$ cat src/rtl/rc4_pkg.sv
// Shared RC4 types: byte width, default message length and the PRGA state encoding.
// The decryption FSM imports the same state enum.
package rc4_pkg;

  localparam int DATA_W      = 8;
  localparam int MSG_LEN_DEF = 32;

  typedef logic [DATA_W-1:0] byte_t;

  typedef enum logic [3:0] {
    ST_IDLE,
    ST_INC_I,
    ST_WT_SI,
    ST_LT_SI,
    ST_RD_SJ,
    ST_WT_SJ,
    ST_LT_SJ,
    ST_WR_I,
    ST_WR_J,
    ST_RD_F,
    ST_WT_F,
    ST_WR_CT,
    ST_DONE
  } state_e;

endpackage

$ cat src/rtl/rc4_encrypt_fsm.sv
// RC4 PRGA encryption engine: S RAM swaps, plaintext ROM in, ciphertext RAM out, 11 cycles/byte.
// Optional keystream drop phase enabled by defining RC4_DROP_EN (DROP_N iterations of 10 cycles).
module rc4_encrypt_fsm
  import rc4_pkg::*;
#(
  parameter int MSG_LEN = MSG_LEN_DEF,
  parameter int MSG_AW  = 5
`ifdef RC4_DROP_EN
  , parameter int DROP_N = 256
`endif
) (
  input  logic              clk,
  input  logic              reset,
  input  logic              start,
  output logic [DATA_W-1:0] s_addr,
  output logic [DATA_W-1:0] s_wdata,
  output logic              s_wren,
  input  logic [DATA_W-1:0] s_rdata,
  output logic [MSG_AW-1:0] pt_addr,
  input  logic [DATA_W-1:0] pt_rdata,
  output logic [MSG_AW-1:0] ct_addr,
  output logic [DATA_W-1:0] ct_wdata,
  output logic              ct_wren,
  output logic              busy,
  output logic              done
);

  localparam logic [MSG_AW-1:0] K_LAST = MSG_AW'(MSG_LEN - 1);

  state_e            state_q, state_d;
  byte_t             i_q, i_d, j_q, j_d, si_q, si_d, sj_q, sj_d;
  logic [MSG_AW-1:0] k_q, k_d;
  byte_t             s_addr_q, s_addr_d, s_wdata_q, s_wdata_d;
  logic              s_wren_q, s_wren_d;
  logic [MSG_AW-1:0] pt_addr_q, pt_addr_d, ct_addr_q, ct_addr_d;
  byte_t             ct_wdata_q, ct_wdata_d;
  logic              ct_wren_q, ct_wren_d;
  logic              busy_q, busy_d, done_q, done_d;

`ifdef RC4_DROP_EN
  localparam int DCW = $clog2(DROP_N + 1);
  logic           drop_q, drop_d;
  logic [DCW-1:0] drop_cnt_q, drop_cnt_d;
`endif

  always_comb begin
    state_d    = state_q;
    i_d        = i_q;
    j_d        = j_q;
    si_d       = si_q;
    sj_d       = sj_q;
    k_d        = k_q;
    s_addr_d   = s_addr_q;
    s_wdata_d  = s_wdata_q;
    s_wren_d   = 1'b0;
    pt_addr_d  = pt_addr_q;
    ct_addr_d  = ct_addr_q;
    ct_wdata_d = ct_wdata_q;
    ct_wren_d  = 1'b0;
    busy_d     = busy_q;
    done_d     = 1'b0;
`ifdef RC4_DROP_EN
    drop_d     = drop_q;
    drop_cnt_d = drop_cnt_q;
`endif
    case (state_q)
      ST_IDLE: begin
        i_d = '0;
        j_d = '0;
        k_d = '0;
`ifdef RC4_DROP_EN
        drop_d     = (DROP_N != 0);
        drop_cnt_d = '0;
`endif
        if (start) begin
          busy_d  = 1'b1;
          state_d = ST_INC_I;
        end
      end
      // Address for S[i] is issued together with the increment.
      ST_INC_I: begin
        i_d      = i_q + byte_t'(1);
        s_addr_d = i_q + byte_t'(1);
        state_d  = ST_WT_SI;
      end
      ST_WT_SI: state_d = ST_LT_SI;
      ST_LT_SI: begin
        si_d    = s_rdata;
        j_d     = j_q + s_rdata;
        state_d = ST_RD_SJ;
      end
      ST_RD_SJ: begin
        s_addr_d = j_q;
        state_d  = ST_WT_SJ;
      end
      ST_WT_SJ: state_d = ST_LT_SJ;
      ST_LT_SJ: begin
        sj_d    = s_rdata;
        state_d = ST_WR_I;
      end
      ST_WR_I: begin
        s_addr_d  = i_q;
        s_wdata_d = sj_q;
        s_wren_d  = 1'b1;
        state_d   = ST_WR_J;
      end
      ST_WR_J: begin
        s_addr_d  = j_q;
        s_wdata_d = si_q;
        s_wren_d  = 1'b1;
        state_d   = ST_RD_F;
      end
      // The f read is issued only after the j write has reached the RAM.
      ST_RD_F: begin
        s_addr_d = si_q + sj_q;
`ifdef RC4_DROP_EN
        if (!drop_q) pt_addr_d = k_q;
`else
        pt_addr_d = k_q;
`endif
        state_d = ST_WT_F;
      end
      ST_WT_F: begin
`ifdef RC4_DROP_EN
        if (drop_q) begin
          drop_cnt_d = drop_cnt_q + DCW'(1);
          if (drop_cnt_q == DCW'(DROP_N - 1)) drop_d = 1'b0;
          state_d = ST_INC_I;
        end else begin
          state_d = ST_WR_CT;
        end
`else
        state_d = ST_WR_CT;
`endif
      end
      ST_WR_CT: begin
        ct_addr_d  = k_q;
        ct_wdata_d = s_rdata ^ pt_rdata;
        ct_wren_d  = 1'b1;
        if (k_q == K_LAST) begin
          state_d = ST_DONE;
        end else begin
          k_d     = k_q + MSG_AW'(1);
          state_d = ST_INC_I;
        end
      end
      ST_DONE: begin
        done_d  = 1'b1;
        busy_d  = 1'b0;
        state_d = ST_IDLE;
      end
      default: state_d = ST_IDLE;
    endcase
  end

  always_ff @(posedge clk) begin
    if (reset) begin
      state_q    <= ST_IDLE;
      i_q        <= '0;
      j_q        <= '0;
      si_q       <= '0;
      sj_q       <= '0;
      k_q        <= '0;
      s_addr_q   <= '0;
      s_wdata_q  <= '0;
      s_wren_q   <= 1'b0;
      pt_addr_q  <= '0;
      ct_addr_q  <= '0;
      ct_wdata_q <= '0;
      ct_wren_q  <= 1'b0;
      busy_q     <= 1'b0;
      done_q     <= 1'b0;
    end else begin
      state_q    <= state_d;
      i_q        <= i_d;
      j_q        <= j_d;
      si_q       <= si_d;
      sj_q       <= sj_d;
      k_q        <= k_d;
      s_addr_q   <= s_addr_d;
      s_wdata_q  <= s_wdata_d;
      s_wren_q   <= s_wren_d;
      pt_addr_q  <= pt_addr_d;
      ct_addr_q  <= ct_addr_d;
      ct_wdata_q <= ct_wdata_d;
      ct_wren_q  <= ct_wren_d;
      busy_q     <= busy_d;
      done_q     <= done_d;
    end
  end

`ifdef RC4_DROP_EN
  always_ff @(posedge clk) begin
    if (reset) begin
      drop_q     <= 1'b0;
      drop_cnt_q <= '0;
    end else begin
      drop_q     <= drop_d;
      drop_cnt_q <= drop_cnt_d;
    end
  end
`endif

  assign s_addr   = s_addr_q;
  assign s_wdata  = s_wdata_q;
  assign s_wren   = s_wren_q;
  assign pt_addr  = pt_addr_q;
  assign ct_addr  = ct_addr_q;
  assign ct_wdata = ct_wdata_q;
  assign ct_wren  = ct_wren_q;
  assign busy     = busy_q;
  assign done     = done_q;

endmodule

$ cat config.mk
export PLATFORM = sky130hd
export DESIGN_NAME = rc4_encrypt_fsm
export DESIGN_NICKNAME = d
export VERILOG_FILES = /design/src/rtl/rc4_pkg.sv /design/src/rtl/rc4_encrypt_fsm.sv
export SDC_FILE = /design/constraint.sdc
export NUM_CORES = 1
export LEC_CHECK = 0
export BUFFER_PORTS_ARGS = -buffer_cell sky130_fd_sc_hd__buf_2
export CAP_MARGIN = 20
export CORE_MARGIN = 1
export CORE_UTILIZATION = 31
export CTS_CLUSTER_SIZE = 40
export DETAILED_ROUTE_END_ITERATION = 12
export PLACE_DENSITY = 0.55
export SETUP_SLACK_MARGIN = 0.02
export SLEW_MARGIN = 30
export SYNTH_ARGS = -nofsm -noshare
export SYNTH_HDL_FRONTEND = slang
export SYNTH_SLANG_ARGS = --single-unit
$ cat constraint.sdc
create_clock -name clk -period 5.32 [get_ports clk]
set_input_delay 1.064 -clock clk [delete_from_list [all_inputs] [get_ports clk]]
set_output_delay 1.064 -clock clk [all_outputs]
set_load 0.1 [all_outputs]
### Yosys cells after proc, flatten, opt, wreduce, memory -nomap -nowiden

Cells that the tools add are included.
W data, S select, Z words.

* add/sub/neg operators: 4
* bitwise logic cells: 1
* reductions and logical operators: 11
* multiplexer cells: 14
* shift operators: 0
* divide/modulo/power cells: 0
* multipliers: 0
* order comparisons: 0
* equal/unequal tests: 15

Operator list (number)
* $pmux W4 S12: 1
* $pmux W8 S2: 3
* $pmux W8 S4: 1
* $eq A4 B4 Y1 const B: 5
* $add A8 B8 Y8: 2
* $eq A4 B3 Y1 const B: 4
* $pmux W5 S2: 1
* $reduce_bool A2 Y1: 5
* $add A8 B1 Y8 const B: 1
* $eq A4 B2 Y1 const B: 2
* $mux W4: 2
* $xor A8 B8 Y8: 1
* $add A5 B1 Y5 const B: 1
* $eq A5 B5 Y1 const B: 1
* $mux W5: 1
* $eq A4 B1 Y1 const B: 1
* $logic_not A4 Y1: 1
* $mux W1: 4
* $ne A2 B2 Y1 const B: 2
* $reduce_and A2 Y1: 2
* $reduce_bool A4 Y1: 1
* $reduce_or A2 Y1: 2
* $pmux W1 S2: 1

* ROM bits: 0
* memory bits (writable): 0
* memories: 0
* register bits: 79
* bits in latches: 0
* logic and storage cells: 60

### Depth between registers and ports, before layout

* word-level depth: 3
* gate-level depth with buffers: 8

### Worst setup path before layout

OpenSTA, ideal clock, no wires.

* kind: in2reg
* start: input port s_rdata[0]
* end: register j_q[6]
* stages on the path: 7
* path slack: 2.809 ns
* setup time: 0.132 ns
* path buffers: 0
* data arrival time: 2.379 ns
* cells stage by stage: ha_1 > fa_1 > a211oi_1 > o21bai_1 > a21oi_1 > or4_1 > o311ai_1

* word-level cells in the longest chain between the ends: 2

Ends and longest elaborated chain
* start: declaration: RTL line rc4_encrypt_fsm.sv:18 `input logic [DATA_W-1:0] s_rdata,`
* $add A8 B8 Y8: RTL line rc4_encrypt_fsm.sv:89 `j_d = j_q + s_rdata;`
* $pmux W8 S2: RTL line rc4_encrypt_fsm.sv:66 `case (state_q)`
* end signal: assignment: RTL line rc4_encrypt_fsm.sv:176 `j_q <= j_d;`
* end: declaration: RTL line rc4_encrypt_fsm.sv:31 `byte_t i_q, i_d, j_q, j_d, si_q, si_d, sj_q, sj_d;`

No other way between the ends.
A chain may end at the register's enable or synchronous reset.

### Worst setup path in the final report

* start: register state_q[2]
* end: register s_addr_q[5], in the netlist s_addr[5]

* word-level cells in the longest chain between the ends: 3

Ends and longest elaborated chain
* start: declaration: RTL line rc4_encrypt_fsm.sv:30 `state_e state_q, state_d;`
* start signal: assignment: RTL line rc4_encrypt_fsm.sv:174 `state_q <= state_d;`
* $eq A4 B4 Y1 / $eq A4 B3 Y1 (equally long branches): RTL line rc4_encrypt_fsm.sv:66
* $reduce_or A2 Y1 (no source line)
* $pmux W8 S4 / $reduce_bool A4 Y1 (equally long branches)
* end signal: assignment: RTL line rc4_encrypt_fsm.sv:180 `s_addr_q <= s_addr_d;`
* end: declaration: RTL line rc4_encrypt_fsm.sv:33 `byte_t s_addr_q, s_addr_d, s_wdata_q, s_wdata_d;`

Parallel ways exist; a longest one is shown, timed or not.

==> metrics <==
status completed; vias in the first global route 3562; worst reg2reg path depth 5; placed cells 711; Max Fclk around 350 MHz; Least-Margin Pin Slew 861.0 ps; vias 3865; end of the worst register-to-register path s_addr[5]$_SDFFE_PP0P_; Net Count, Synth 550; initial antenna violation count 0; DIE WIDTH 117.4 um; max cap viols 0; num rows just over 40; crit start category flip-flop; Setup crit start state_q[2]$_SDFFE_PP0P_; Resize count post-CTS 0; largest net degree at the start of global routing 46; core area 12820 um2; Reg2Reg Setup Slack 2470 ps; synthesized area 4130 um2; gr ovfl total 0; Pre-antenna DRT Iters 4; YS warnings 0; number of synthesized register bits 79; NumNets Final 588; met2 Use GR 0.2663; Initial Util 0.3220; RSZ-0062 raised after global routing no; crit path kind flip-flop to flip-flop; sequential element share of the synthesized area 0.3829; CP max stage delay 750 ps; ant diodes 0; crit path capture type flip-flop; distinct cell type count after synthesis 62; Worst path slowest cell dfxtp_1; WL per Instance 15.76 um; antenna violation net count after detailed routing 0; leakage 1.827 nW; crit-path max FO 23; Synth async-reset ratio 0; Die Height 117.4 um; TritonCTS sink count 79; period utilisation layout 0.5353; # fillers 1367; All-Layer GR Usage 0.1702; crit-path cells nor2b_1 > nand3_1 > and2_1 > a221o_1 > a21oi_1; Hold Path Depth 2; RR Startpoint state_q[2]$_SDFFE_PP0P_; Setup crit end s_addr[5]$_SDFFE_PP0P_; drt drc 0; share of cells above drive strength 1 0.1622; post-CTS setup buffer count 0; I/O pin count 57; CTS H-tree lvls 3; CTS Buffer Depth 2; total CTS buffers 9; clock skew between 7 and 8 ps; port bufs 56; GR Util met1 0.2250; Final Max Slew Viols 0; required time of the critical path 5590 ps; area of the die 13790 um2; met3 GRT Util 0.03064; critical path depth in cells 5; DP HPWL 8.320 mm; min Tclk post-route 2848 ps; Clk Latency, worst-skew pair around 340 ps; power density over cell area 307.8 nW/um2; Syn Inst Count 512; Final Hold Viols 0; final setup vio count 0; Post-synth EDFFs 0; final RePlAce weighted congestion roughly 0.88; setup_tns 0 ps; CP Data Arrival Time 3120 ps; Hold Crit Class flip-flop to flip-flop; hold_buf cts 0; Worst slew margin 0.4260; Finished Layout Cells 727; Detailed Route Iter0 Violations around 240; maximum VDD drop 0.0001259 V; number of vias per cell approximately 5.3; crit-path leading delay family simple AND/OR/NAND/NOR gates; Clk pin slew, worst setup/hold paths 60 ps; dominant synthesized flop cell dfxtp_1; Buffers & Inverters on Critical Path 0; hold slack final 453.0 ps; final WL 11.45 mm; root buffer cell clkbuf_16; busiest grt layer met2; synthesis-to-layout area growth 16.75%; first-pass GRT wire length 18.49 mm; CTS tree built; syn avg cell area just over 8 um2
tightest hold or removal path: cells and delay by family, from the launching register on:
family / cells / cell delay (ps)
compound gates: 1 / 50
flops: 1 / 310
simple gates: 1 / 50
stage by stage:
stage	util	setup WS, ps	instance area [um2]	power (mW)
2_1_floorplan	-	2809	4130	0.8123
3_3_place_gp	0.3527	2549	4523	0.8679
3_5_place_dp	0.3529	2517	4526	0.8699
4_1_cts	0.3760	2500	4822	1.502
5_1_grt	0.3760	2279	4822	1.546
6_report	0.3760	2472	4822	1.484
registers in the layout, indices dropped and copies added (netlist names):
| signal | count |
|---|---|
| i_q | 8 |
| si_q | 8 |
| state_q | 4 |
| s_wren | 1 |
| s_addr | 8 |
| done | 1 |
| ct_addr | 5 |
| busy | 1 |
| k_q | 5 |
| sj_q | 8 |
| ct_wren | 1 |
| s_wdata | 8 |
| ct_wdata | 8 |
| pt_addr | 5 |
| j_q | 8 |
placed cells by master (no fill, tap or decap), drive strengths merged, types with 4 or more instances in the layout:
master	Yosys	final
buf	13	61
xor2	5	5
a22oi	11	11
nor3	11	11
inv	9	11
nand3	9	9
a21o	4	4
o21a	4	4
a31oi	4	4
nor2	65	65
nor3b	6	6
a21oi	42	42
nor2b	5	5
a211oi	20	20
o21ai	22	22
mux2i	9	9
ha	17	17
xnor2	14	14
clkbuf	21	10
nand2	79	79
a311oi	8	8
dfxtp	79	79
worst min path at each step:
stage	from	to	slack (ps)
2_1_floorplan	si_q[0]$_SDFFE_PP0P_	si_q[0]$_SDFFE_PP0P_	450
3_3_place_gp	ct_addr[2]$_SDFFE_PP0N_	ct_addr[2]$_SDFFE_PP0N_	440
3_5_place_dp	ct_addr[1]$_SDFFE_PP0N_	ct_addr[1]$_SDFFE_PP0N_	450
4_1_cts	ct_addr[1]$_SDFFE_PP0N_	ct_addr[1]$_SDFFE_PP0N_	460
5_1_grt	ct_addr[1]$_SDFFE_PP0N_	ct_addr[1]$_SDFFE_PP0N_	470
6_report	pt_addr[0]$_SDFFE_PP0P_	pt_addr[0]$_SDFFE_PP0P_	450
layout make-up:
type	count	area [um2]	share of cell area
repair buffers	61	317.8	0.06591
well taps	172	215.2	0.04463
flip-flops and latches	79	1582	0.3280
inverters	9	33.78	0.007006
clock buffers	10	229.0	0.04748
multi-input cells	390	2377	0.4930
clock inverters	6	67.56	0.01401
routing by layer:
metal,part of all wire,vias up,routed length (um)
met3,0.057,14,652
met4,0.021,0,244
met1,0.45,1839,5177
li1,-,1903,-
met5,0,-,0
met2,0.47,109,5380
cells in the mapped netlist (3+ instances only):
library cell | count | area (um2)
mux2i_1 | 9 | 90.09
or3_1 | 3 | 18.77
a22oi_1 | 11 | 82.58
a21oi_1 | 42 | 210.2
o22ai_1 | 3 | 18.77
xnor2_1 | 14 | 122.6
inv_1 | 7 | 26.28
nor2_1 | 64 | 240.2
o21bai_1 | 3 | 22.52
buf_2 | 9 | 45.04
nand2_1 | 78 | 292.8
nand3_1 | 9 | 45.04
a31oi_1 | 4 | 25.02
xor2_1 | 5 | 43.79
nor3b_1 | 5 | 37.54
o21a_1 | 4 | 30.03
a311oi_1 | 8 | 70.07
a21o_1 | 4 | 30.03
or4_1 | 3 | 22.52
dfxtp_1 | 79 | 1582
nor2b_1 | 5 | 31.28
nor3_1 | 11 | 55.05
clkbuf_1 | 21 | 78.83
ha_1 | 17 | 212.7
a211oi_1 | 20 | 150.1
o21ai_0 | 21 | 105.1
kinds of logic after synthesis:
logic type,share of synthesized area
muxes,0.02726
and+or+nand+nor,0.2160
AOI/OAI and AO/OA,0.2287
adders and majority gates,0.06119
buffers and inverters,0.04362
DFF,0.3829
xor gates and xnor gates,0.04029
power breakdown:
part	internal, mW	total (mW)	leakage (nW)	switching [mW]
Clock	0.366	0.627	0.139	0.261
Combinational	0.0631	0.224	1.05	0.161
Sequential	0.608	0.633	0.638	0.0248
Total	1.04	1.48	1.83	0.447
Power figures use the tool's default switching activity.
